==> src/rtl/tpu_result_writer_if.sv <==
// Result/write-port bundle for tpu_result_writer.
// The master side supplies the bottom-row results and the memory's wr_ready.
// The slave side (the writer) returns result_ready and drives the write request.
interface tpu_result_writer_if #(
    parameter int NORM_W = 16,
    parameter int PIX_W  = 8,
    parameter int ADDR_W = 10
);
    logic              result_valid;
    logic [NORM_W-1:0] pe30_norm_in;
    logic [NORM_W-1:0] pe31_norm_in;
    logic [NORM_W-1:0] pe32_norm_in;
    logic [NORM_W-1:0] pe33_norm_in;
    logic              result_ready;
    logic              wr_en;
    logic [ADDR_W-1:0] wr_addr;
    logic [PIX_W-1:0]  wr_data;
    logic              wr_ready;

    modport master (
        output result_valid, pe30_norm_in, pe31_norm_in, pe32_norm_in, pe33_norm_in, wr_ready,
        input  result_ready, wr_en, wr_addr, wr_data
    );

    modport slave (
        input  result_valid, pe30_norm_in, pe31_norm_in, pe32_norm_in, pe33_norm_in, wr_ready,
        output result_ready, wr_en, wr_addr, wr_data
    );
endinterface

==> src/rtl/tpu_result_writer.sv <==
// TPU result writer: clamps the four bottom-row PE results to pixels and
// streams them, one per accepted cycle, into frame memory at an auto-
// incrementing address, with frame-done and saturation tracking.

// Per-lane clamp of a signed normalized value into the unsigned pixel range.
module tpu_rw_clamp #(
    parameter int NORM_W = 16,
    parameter int PIX_W  = 8
) (
    input  logic [NORM_W-1:0] din,
    output logic [PIX_W-1:0]  pix,
    output logic              sat
);
    localparam logic [NORM_W-1:0] PIX_MAX = NORM_W'((1 << PIX_W) - 1);

    // Negative floors at 0, anything past full scale pins to full scale
    always_comb begin
        pix = din[PIX_W-1:0];
        sat = 1'b0;
        if (din[NORM_W-1]) begin
            pix = '0;
            sat = 1'b1;
        end else if (din > PIX_MAX) begin
            pix = '1;
            sat = 1'b1;
        end
    end
endmodule

module tpu_result_writer #(
    parameter int NORM_W       = 16,
    parameter int PIX_W        = 8,
    parameter int ADDR_W       = 10,
    parameter int BASE_ADDR    = 0,
    parameter int FRAME_PIXELS = 1024
) (
    input  logic                 clk,
    input  logic                 reset,
    tpu_result_writer_if.slave   bus,
    input  logic                 frame_clear,
    output logic                 busy,
    output logic                 frame_done,
    output logic [15:0]          sat_count,
    output logic                 drop_err
);
    localparam int NUM_LANES = 4;
    localparam logic [ADDR_W-1:0] BASE = ADDR_W'(BASE_ADDR);
    localparam logic [ADDR_W-1:0] LAST = ADDR_W'(BASE_ADDR + FRAME_PIXELS - 1);

    typedef enum logic {IDLE, WRITE} state_t;

    state_t                              state, state_nxt;
    logic [ADDR_W-1:0]                   addr;
    logic [1:0]                          lane;
    logic [NUM_LANES-1:0][NORM_W-1:0]    lane_in;
    logic [NUM_LANES-1:0][PIX_W-1:0]     pix;
    logic [NUM_LANES-1:0][PIX_W-1:0]     cap;
    logic [NUM_LANES-1:0]                sat;
    logic                                capture, accept, clear;
    logic [2:0]                          sat_inc;
    logic [15:0]                         sat_base;
    logic [16:0]                         sat_sum;
    logic [15:0]                         sat_next;

    assign lane_in = {bus.pe33_norm_in, bus.pe32_norm_in, bus.pe31_norm_in, bus.pe30_norm_in};

    for (genvar g = 0; g < NUM_LANES; g++) begin : g_lane
        tpu_rw_clamp #(.NORM_W(NORM_W), .PIX_W(PIX_W)) u_clamp (
            .din (lane_in[g]),
            .pix (pix[g]),
            .sat (sat[g])
        );
    end

    assign bus.wr_addr = addr;

    // FSM state register
    always_ff @(posedge clk) begin
        if (!reset) state <= IDLE;
        else        state <= state_nxt;
    end

    // Next state plus the handshake and write-port outputs
    always_comb begin
        state_nxt        = state;
        bus.result_ready = 1'b0;
        bus.wr_en        = 1'b0;
        bus.wr_data      = '0;
        busy             = 1'b0;
        capture          = 1'b0;
        accept           = 1'b0;
        case (state)
            IDLE: begin
                bus.result_ready = 1'b1;
                if (bus.result_valid) begin
                    capture   = 1'b1;
                    state_nxt = WRITE;
                end
            end
            WRITE: begin
                busy        = 1'b1;
                bus.wr_en   = 1'b1;
                bus.wr_data = cap[lane];
                if (bus.wr_ready) begin
                    accept = 1'b1;
                    if (lane == 2'd3) state_nxt = IDLE;
                end
            end
        endcase
    end

    // Saturation tally for the incoming set; a same-cycle clear zeroes the base first
    always_comb begin
        sat_inc = '0;
        for (int i = 0; i < NUM_LANES; i++) sat_inc = sat_inc + {2'b00, sat[i]};
        clear    = (state == IDLE) && frame_clear;
        sat_base = clear ? 16'd0 : sat_count;
        sat_sum  = {1'b0, sat_base} + {14'd0, sat_inc};
        sat_next = sat_sum[16] ? 16'hFFFF : sat_sum[15:0];
    end

    // Capture, address/lane sequencing, and the single-cycle status pulses
    always_ff @(posedge clk) begin
        if (!reset) begin
            addr       <= BASE;
            lane       <= 2'd0;
            cap        <= '0;
            sat_count  <= '0;
            frame_done <= 1'b0;
            drop_err   <= 1'b0;
        end else begin
            frame_done <= 1'b0;
            drop_err   <= bus.result_valid && !bus.result_ready;
            if (clear) addr <= BASE;
            if (capture) begin
                cap       <= pix;
                lane      <= 2'd0;
                sat_count <= sat_next;
            end else if (clear) begin
                sat_count <= '0;
            end
            if (accept) begin
                lane <= lane + 2'd1;
                if (addr == LAST) begin
                    addr       <= BASE;
                    frame_done <= 1'b1;
                end else begin
                    addr <= addr + 1'b1;
                end
            end
        end
    end
endmodule

==> src/flat_wrapper.sv <==
// flat-port wrapper written by rule: the top's interface ports become plain ports
module tpu_result_writer_flat 
#(
    parameter int NORM_W       = 16,
    parameter int PIX_W        = 8,
    parameter int ADDR_W       = 10,
    parameter int BASE_ADDR    = 0,
    parameter int FRAME_PIXELS = 1024
)
  (clk, reset, frame_clear, busy, frame_done, sat_count, drop_err, bus_result_valid, bus_pe30_norm_in, bus_pe31_norm_in, bus_pe32_norm_in, bus_pe33_norm_in, bus_wr_ready, bus_result_ready, bus_wr_en, bus_wr_addr, bus_wr_data);
  tpu_result_writer_if #(.NORM_W(NORM_W), .PIX_W(PIX_W), .ADDR_W(ADDR_W)) bus_i ();
  input  logic clk;
  input  logic reset;
  input  logic frame_clear;
  output logic busy;
  output logic frame_done;
  output logic [15:0] sat_count;
  output logic drop_err;
  input wire logic [$bits(bus_i.result_valid)-1:0] bus_result_valid;
  input wire logic [$bits(bus_i.pe30_norm_in)-1:0] bus_pe30_norm_in;
  input wire logic [$bits(bus_i.pe31_norm_in)-1:0] bus_pe31_norm_in;
  input wire logic [$bits(bus_i.pe32_norm_in)-1:0] bus_pe32_norm_in;
  input wire logic [$bits(bus_i.pe33_norm_in)-1:0] bus_pe33_norm_in;
  input wire logic [$bits(bus_i.wr_ready)-1:0] bus_wr_ready;
  output wire logic [$bits(bus_i.result_ready)-1:0] bus_result_ready;
  output wire logic [$bits(bus_i.wr_en)-1:0] bus_wr_en;
  output wire logic [$bits(bus_i.wr_addr)-1:0] bus_wr_addr;
  output wire logic [$bits(bus_i.wr_data)-1:0] bus_wr_data;
  assign bus_i.result_valid = bus_result_valid;
  assign bus_i.pe30_norm_in = bus_pe30_norm_in;
  assign bus_i.pe31_norm_in = bus_pe31_norm_in;
  assign bus_i.pe32_norm_in = bus_pe32_norm_in;
  assign bus_i.pe33_norm_in = bus_pe33_norm_in;
  assign bus_i.wr_ready = bus_wr_ready;
  assign bus_result_ready = bus_i.result_ready;
  assign bus_wr_en = bus_i.wr_en;
  assign bus_wr_addr = bus_i.wr_addr;
  assign bus_wr_data = bus_i.wr_data;
  tpu_result_writer #(.NORM_W(NORM_W), .PIX_W(PIX_W), .ADDR_W(ADDR_W), .BASE_ADDR(BASE_ADDR), .FRAME_PIXELS(FRAME_PIXELS)) u_core (.clk(clk), .reset(reset), .bus(bus_i), .frame_clear(frame_clear), .busy(busy), .frame_done(frame_done), .sat_count(sat_count), .drop_err(drop_err));
endmodule
==> config.mk <==
export PLATFORM = sky130hd
export DESIGN_NAME = tpu_result_writer_flat
export DESIGN_NICKNAME = d
export VERILOG_FILES = /design/src/rtl/tpu_result_writer_if.sv /design/src/rtl/tpu_result_writer.sv /design/src/flat_wrapper.sv
export SDC_FILE = /design/constraint.sdc
export NUM_CORES = 1
export LEC_CHECK = 0
export BUFFER_PORTS_ARGS = -buffer_cell sky130_fd_sc_hd__buf_2
export CAP_MARGIN = 20
export CORE_AREA = 3 3 114 116
export DETAILED_ROUTE_END_ITERATION = 10
export DIE_AREA = 0 0 117 119
export SYNTH_ARGS = -nofsm -noshare
export SYNTH_HDL_FRONTEND = slang
export SYNTH_HIERARCHICAL = 1
export SYNTH_SLANG_ARGS = --single-unit
==> constraint.sdc <==
create_clock -name clk -period 3.4 [get_ports clk]
set_input_delay 0.17 -clock clk [delete_from_list [all_inputs] [get_ports clk]]
set_output_delay 0.17 -clock clk [all_outputs]
set_load 0.1 [all_outputs]
# ---- Yosys cells after proc, flatten, opt, wreduce, memory -nomap -nowiden
# Cells that the tools add are included.
dict set report word_totals {
  ramBits 0
  inputBits 69
  mem_bits_ro 0
  output_inout_bits 39
  ff_bits 63
  latch_bits 0
  memories 0
  wordCells 66
}
dict set report classes {
  n_bitwise 1
  n_eq_ne 2
  n_reduce_logical 5
  mul 0
  n_mux 37
  div_mod_pow 0
  add_sub_neg 6
  n_lt_le_gt_ge 5
  shifts 0
}
# op n
set ops {}
lappend ops {{8-bit two-way mux} 10}
lappend ops {{16-bit by 8-bit greater-than comparator with 1-bit output (second input constant)} 4}
lappend ops {{16-bit two-way mux} 3}
lappend ops {{10-bit two-way mux} 3}
lappend ops {{16-bit by 3-bit adder with 17-bit output} 1}
lappend ops {{1-bit two-way mux} 17}
lappend ops {{8-bit binary-select mux with 2-bit select} 1}
lappend ops {{10-bit by 1-bit adder with 10-bit output (second input constant)} 1}
lappend ops {{10-bit == test (second input constant)} 1}
lappend ops {{3-bit by 1-bit adder with 3-bit output} 2}
lappend ops {{2-bit two-way mux} 2}
lappend ops {{2-bit nonzero test} 2}
lappend ops {{2-bit by 3-bit less-than comparator with 1-bit output (second input constant)} 1}
lappend ops {{1-bit by 1-bit adder with 2-bit output} 1}
lappend ops {{2-bit by 1-bit adder with 2-bit output (second input constant)} 1}
lappend ops {{2-bit == test (second input constant)} 1}
lappend ops {{1-bit logical AND} 2}
lappend ops {{1-bit one-hot mux with 2 select lines} 1}
lappend ops {{2-bit AND reduction} 1}
lappend ops {{1-bit NOT} 1}

# ---- Longest topological paths before layout
dict set report logic_depth {
  word_depth 9
  depth_mapped 12
}

# ---- Hierarchy
# The synthesis kept the hierarchy.
# module cells_each seq_area_each_um2 area_per_inst_um2 instances
set modules_own_cells {}
lappend modules_own_cells {tpu_result_writer 366 1261.2 3093.0 1}
lappend modules_own_cells {tpu_rw_clamp 22 0.0 122.6 4}

# ---- Least setup slack after synthesis
# OpenSTA, ideal clock, no wires.
dict set report synth_timing {
  path_kind {register to register}
  from {reg u_core.state}
  to {reg u_core.sat_count[14]}
  arrival_time_ns 3.303
  setup_slack_ns 0.010
  period_less_slack_ns 3.390
  path_stages_with_launch 12
  path_cell_list {dfxtp_1 buf_6 nand2b_1 clkbuf_1 nand2_1 fa_1 inv_1 fa_1 nand3_1 nor4_4 a31oi_1 a211oi_1}
}
dict set report synth_via {
  elab_chain_len 6
  word_cells_on_any_way 7
}
# element line_no
set synth_lines {}
lappend synth_lines {{start: declaration} tpu_result_writer.sv:52} ;# state_t state, state_nxt;
lappend synth_lines {{start signal: assignment} tpu_result_writer.sv:80} ;# else state <= state_nxt;
lappend synth_lines {{1-bit NOT} tpu_result_writer.sv:116} ;# clear = (state == IDLE) && frame_clear;
lappend synth_lines {{1-bit logical AND} tpu_result_writer.sv:116}
lappend synth_lines {{16-bit two-way mux} --}
lappend synth_lines {{16-bit by 3-bit adder with 17-bit output} tpu_result_writer.sv:118} ;# sat_sum = {1'b0, sat_base} + {14'd0, sat_inc};
lappend synth_lines {{16-bit two-way mux} tpu_result_writer.sv:119} ;# sat_next = sat_sum[16] ? 16'hFFFF : sat_sum[15:0];
lappend synth_lines {{16-bit two-way mux (*)} tpu_result_writer.sv:135} ;# if (capture) begin
lappend synth_lines {{end signal: assignment} tpu_result_writer.sv:138} ;# sat_count <= sat_next;
lappend synth_lines {{end: declaration} tpu_result_writer.sv:43} ;# output logic [15:0] sat_count,
# Mark *: on every way between the ends. The rest lies on a longest branch, timed or not.
# A chain may end at the register's enable or synchronous reset.

# ---- Final worst setup path
dict set report layout_timing {
  from {in bus_pe30_norm_in[13]}
  to {reg u_core.sat_count[14]}
}
dict set report layout_via {
  elab_chain_len 9
}
# element line_no
set layout_lines {}
lappend layout_lines {{start: declaration} flat_wrapper.sv:20} ;# input wire logic [$bits(bus_i.pe30_norm_in)-1:0] bus_pe30_norm_in;
lappend layout_lines {{16-bit by 8-bit greater-than comparator with 1-bit output} tpu_result_writer.sv:23} ;# end else if (din > PIX_MAX) begin
lappend layout_lines {{1-bit two-way mux} tpu_result_writer.sv:23}
lappend layout_lines {{1-bit two-way mux} tpu_result_writer.sv:20} ;# if (din[NORM_W-1]) begin
lappend layout_lines {{via u_core.sat[0]} tpu_result_writer.sv:58} ;# logic [NUM_LANES-1:0] sat;
lappend layout_lines {{1-bit by 1-bit adder with 2-bit output} tpu_result_writer.sv:115} ;# for (int i = 0; i < NUM_LANES; i++) sat_inc = sat_inc + {2'b00, sat[i]};
lappend layout_lines {{3-bit by 1-bit adder with 3-bit output (2 in a row)} tpu_result_writer.sv:115}
lappend layout_lines {{16-bit by 3-bit adder with 17-bit output} tpu_result_writer.sv:118}
lappend layout_lines {{16-bit two-way mux} tpu_result_writer.sv:119}
lappend layout_lines {{16-bit two-way mux} tpu_result_writer.sv:135}
# The timed path passes the listed nets, and every way through them passes these cells.

==> impl_results.md <==
- Number of standard cells in the final layout excluding fillers: 698
- Total number of placement rows: 40
- Number of antenna violations at the first check in global routing: 0
- Die boundary width: 117 microns
- Ratio of routed vias to standard cells: 5.14
- Gr usage total: 15.6%
- First-pass iteration count of the detailed router: 4
- Buffers on Ports: 107
- Critical path data arrival time: around 3.2 ns
- Clock Path Buffers: 2
- DIE HEIGHT: 119 microns
- Die Area: 0.0139 sq mm
- Final WL: about 11 mm
- Share of layout cells above drive strength 1: 27.0%
- H-Tree Depth: 3
- Via count: between 3000 and 4000
- Net Sw Frac: 27.9%
- Number of diodes added for antenna fixing: 0
- Internal power: 1.36 mW
- Total chip power: 1.89 mW
- Period Utilization, post-route: around 88%
- Register cell area after layout: 0.00126 sq mm
- Required time of the worst setup path: 3.61 ns
- Largest net degree at the start of global routing: 48
- Leakage power summed over all cells: 1.85 nW
- Result of the run: completed
- DRC errors left: 0
- Setup repair after global routing missed its margin: no
- Minimum period implied by the final worst setup slack: 2.98 ns
- Sequential cell fraction of total power: 41.7%
- Count of mapped cells out of synthesis: around 450
- Net count after synthesis: 529
- Share of synthesized area occupied by flip-flops and latches: 35.2%
- Core occupancy in the finished layout: 37.5%
- Worst hold slack after final layout: between 0.15 and 0.2 ns
- Largest fanout on the critical path: 8
- Number of I/O pins: 108
- Layout filler cell count: 1252
- Most used cell, CP: sky130_fd_sc_hd__fa_1
- Post-synthesis async set-or-reset flop share: 0%
- Kind of capture point of the worst setup path: flop
- MaxCap Viol Count: 0
- Power density normalized to cell area: 420 mW/mm^2
- CTS tree: built
- Critical path class: input port to flop
- Final Setup Violations: 0
- YS warnings: 6
- Global-route wire length before repair: around 17 mm
- Max incr delay on CP: 0.56 ns
- Clock power frac: between 40% and 50%
- Final Max Tran Viols: 0
- Average wire length per cell after detail routing: 15.3 microns
- Placed Cells incl. Taps: 685
- Number of enable-type register cells in the synthesized netlist: 0
- Number of buffers inserted by post-CTS setup repair: 0
- Critical Path Source Type: input port
- Worst slew margin relative to its limit: 37.5%
- CTS sink cnt: 63
- CP max stage cell: sky130_fd_sc_hd__fa_1
- Final HPWL from detailed placement: 7.90 mm
- Number of register bits inferred by synthesis: 63
- TritonCTS Buffers: 9
- Worst hold path type: input port to flop
- Post-CTS Resized: 0
- Area of the multi-input gates: 0.00213 sq mm
- Proportion of power drawn by combinational gates: 16.0%
- Initial Util: 29.8%
- Final Hold Vio Count: 0
- Register clock-pin slew on the reported worst setup and hold paths: 0.05 ns
- Critical path cell sequence: buf_2 -> nor4_4 -> nand3_1 -> fa_1 -> inv_1 -> fa_1 -> inv_1 -> fa_1 -> nand3_1 -> nor4_4 -> a31oi_1 -> a211oi_1
- Vias in the first global route: 3606
- Final sum of negative setup slack: 0 ns
- Final clock skew: just under 0.006 ns
- Root Buffer: sky130_fd_sc_hd__clkbuf_16
- Antenna-violating nets left: 0
- CTS hold repair buffers: 0
- Sw Pwr: 0.528 mW
- Post-synthesis cell type count: 49
- Largest vdd supply drop: between 0.15 and 0.2 mV
- Synth Area per Inst: 7.89 sq um
- Placeable core region: 0.0120 sq mm
- Weighted congestion reported at the end of routability-driven placement: a little over 0.8
- Transition time at the pin with the least slew margin: between 0.9 and 1 ns
- Signed area change from the synthesized netlist to the final layout: 25.7%
- Final layout net count: 624
- DR iter-0 viols: 257
- Clock latency of the later-clocked register in the worst-skew pair: 0.32 ns
- Netlist Area Pre-Place: 0.00358 sq mm
- Grt total ovfl: 0
- Peak Freq: between 0.3 and 0.4 GHz
- Most used DFF post-synth: sky130_fd_sc_hd__dfxtp_1
power by group through the flow:
stage	registers (mW)	logic, mW	clock network (mW)
final	0.787	0.303	0.800
after global routing	0.791	0.333	0.847
after CTS	0.787	0.305	0.816
after detailed placement	0.802	0.304	0
after global placement	0.801	0.292	0
after floorplan	0.830	0.177	0
cell type report:
cell class | count | area share, %
clock buffers | 11 | 5.39
inverters | 11 | 0.917
repair buffers | 117 | 14.0
multi-input cells | 347 | 47.4
flip-flops and latches | 63 | 28.0
well taps | 147 | 4.08
clock inverters | 2 | 0.222
synthesized netlist by cell type (7+ instances only):
master | count | area, sq um
sky130_fd_sc_hd__and2_1 | 13 | 81.3
sky130_fd_sc_hd__inv_1 | 11 | 41.3
sky130_fd_sc_hd__mux4_2 | 8 | 180
sky130_fd_sc_hd__nand4_1 | 7 | 43.8
sky130_fd_sc_hd__clkbuf_1 | 22 | 82.6
sky130_fd_sc_hd__nand2_1 | 89 | 334
sky130_fd_sc_hd__dfxtp_1 | 63 | 1260
sky130_fd_sc_hd__a21oi_1 | 41 | 205
sky130_fd_sc_hd__xnor2_1 | 7 | 61.3
sky130_fd_sc_hd__nor2_1 | 49 | 184
sky130_fd_sc_hd__nand3_1 | 20 | 100
sky130_fd_sc_hd__a31oi_1 | 36 | 225
worst max-delay path: cells and delay by family:
kind / cells / cell delay [ns]
AND/OR/NAND/NOR: 4 / 1.20
AO/OA/AOI/OAI: 2 / 0.44
adder cells (fa/ha/maj): 3 / 1.14
buffers and inverters: 3 / 0.24
cell families after synthesis:
family,count (synthesis),synth area share [%]
mux,13,6.49
simple gates,214,29.6
buf+inv,44,5.31
compound gates,103,17.9
fa+ha+maj,6,2.72
flops,63,35.2
xor+xnor,11,2.69
per-stage QoR:
step	cell area, sq um	setup slack [ns]
2_1_floorplan	3580	0.0105
3_3_place_gp	4220	0.228
3_5_place_dp	4250	0.168
4_1_cts	4500	0.388
5_1_grt	4500	0.165
6_report	4500	0.417
final timing paths:
path | to | cells past startpoint | startpoint | slack (ns)
hold reg to reg | u_core/cap[22] | 2 | u_core/cap[22] | 0.45
hold / removal | u_core/drop_err | 2 | bus_result_valid | 0.16
setup / recovery | u_core/sat_count[14] | 12 | bus_pe30_norm_in[13] | 0.42
setup reg to reg | u_core/sat_count[14] | 9 | u_core/state | 0.51
state kept, by name, indices dropped and copies added (netlist names):
| register | flops |
|---|---|
| u_core/state | 1 |
| u_core/frame_done | 1 |
| u_core/drop_err | 1 |
| u_core/cap | 32 |
| u_core/sat_count | 16 |
| u_core/lane | 2 |
| u_core/bus.wr_addr | 10 |
layout by cell type (no fill, tap or decap), drive strengths merged, types with 2 or more instances in the layout:
master	instances
o22ai	2
mux2i	3
fa	3
mux4	8
xnor2	7
clkinv	2
nor2b	2
nand2b	3
nor3	6
and4	3
a311oi	2
a2111oi	3
a41oi	4
clkbuf	11
dfxtp	63
nand4	8
ha	3
and3	6
xor2	4
a31oi	36
a21oi	41
o21a	2
nand3	20
nor2	49
and2	13
nor4	9
o21ai	8
nand2	89
mux2	2
inv	11
buf	117
metal layers:
| metal | up-vias | GRT usage, % | part of all wire (%) | routed length, microns |
|---|---|---|---|---|
| li1 | 1798 | - | - | - |
| met1 | 1658 | 20.8 | 46 | 4920 |
| met2 | 115 | 24.6 | 46 | 4930 |
| met3 | 16 | 3.46 | 5.5 | 584 |
| met4 | 0 | 5.95 | 2.3 | 249 |
| met5 | - | 0 | 0 | 0 |
Power figures use the tool's default switching activity.
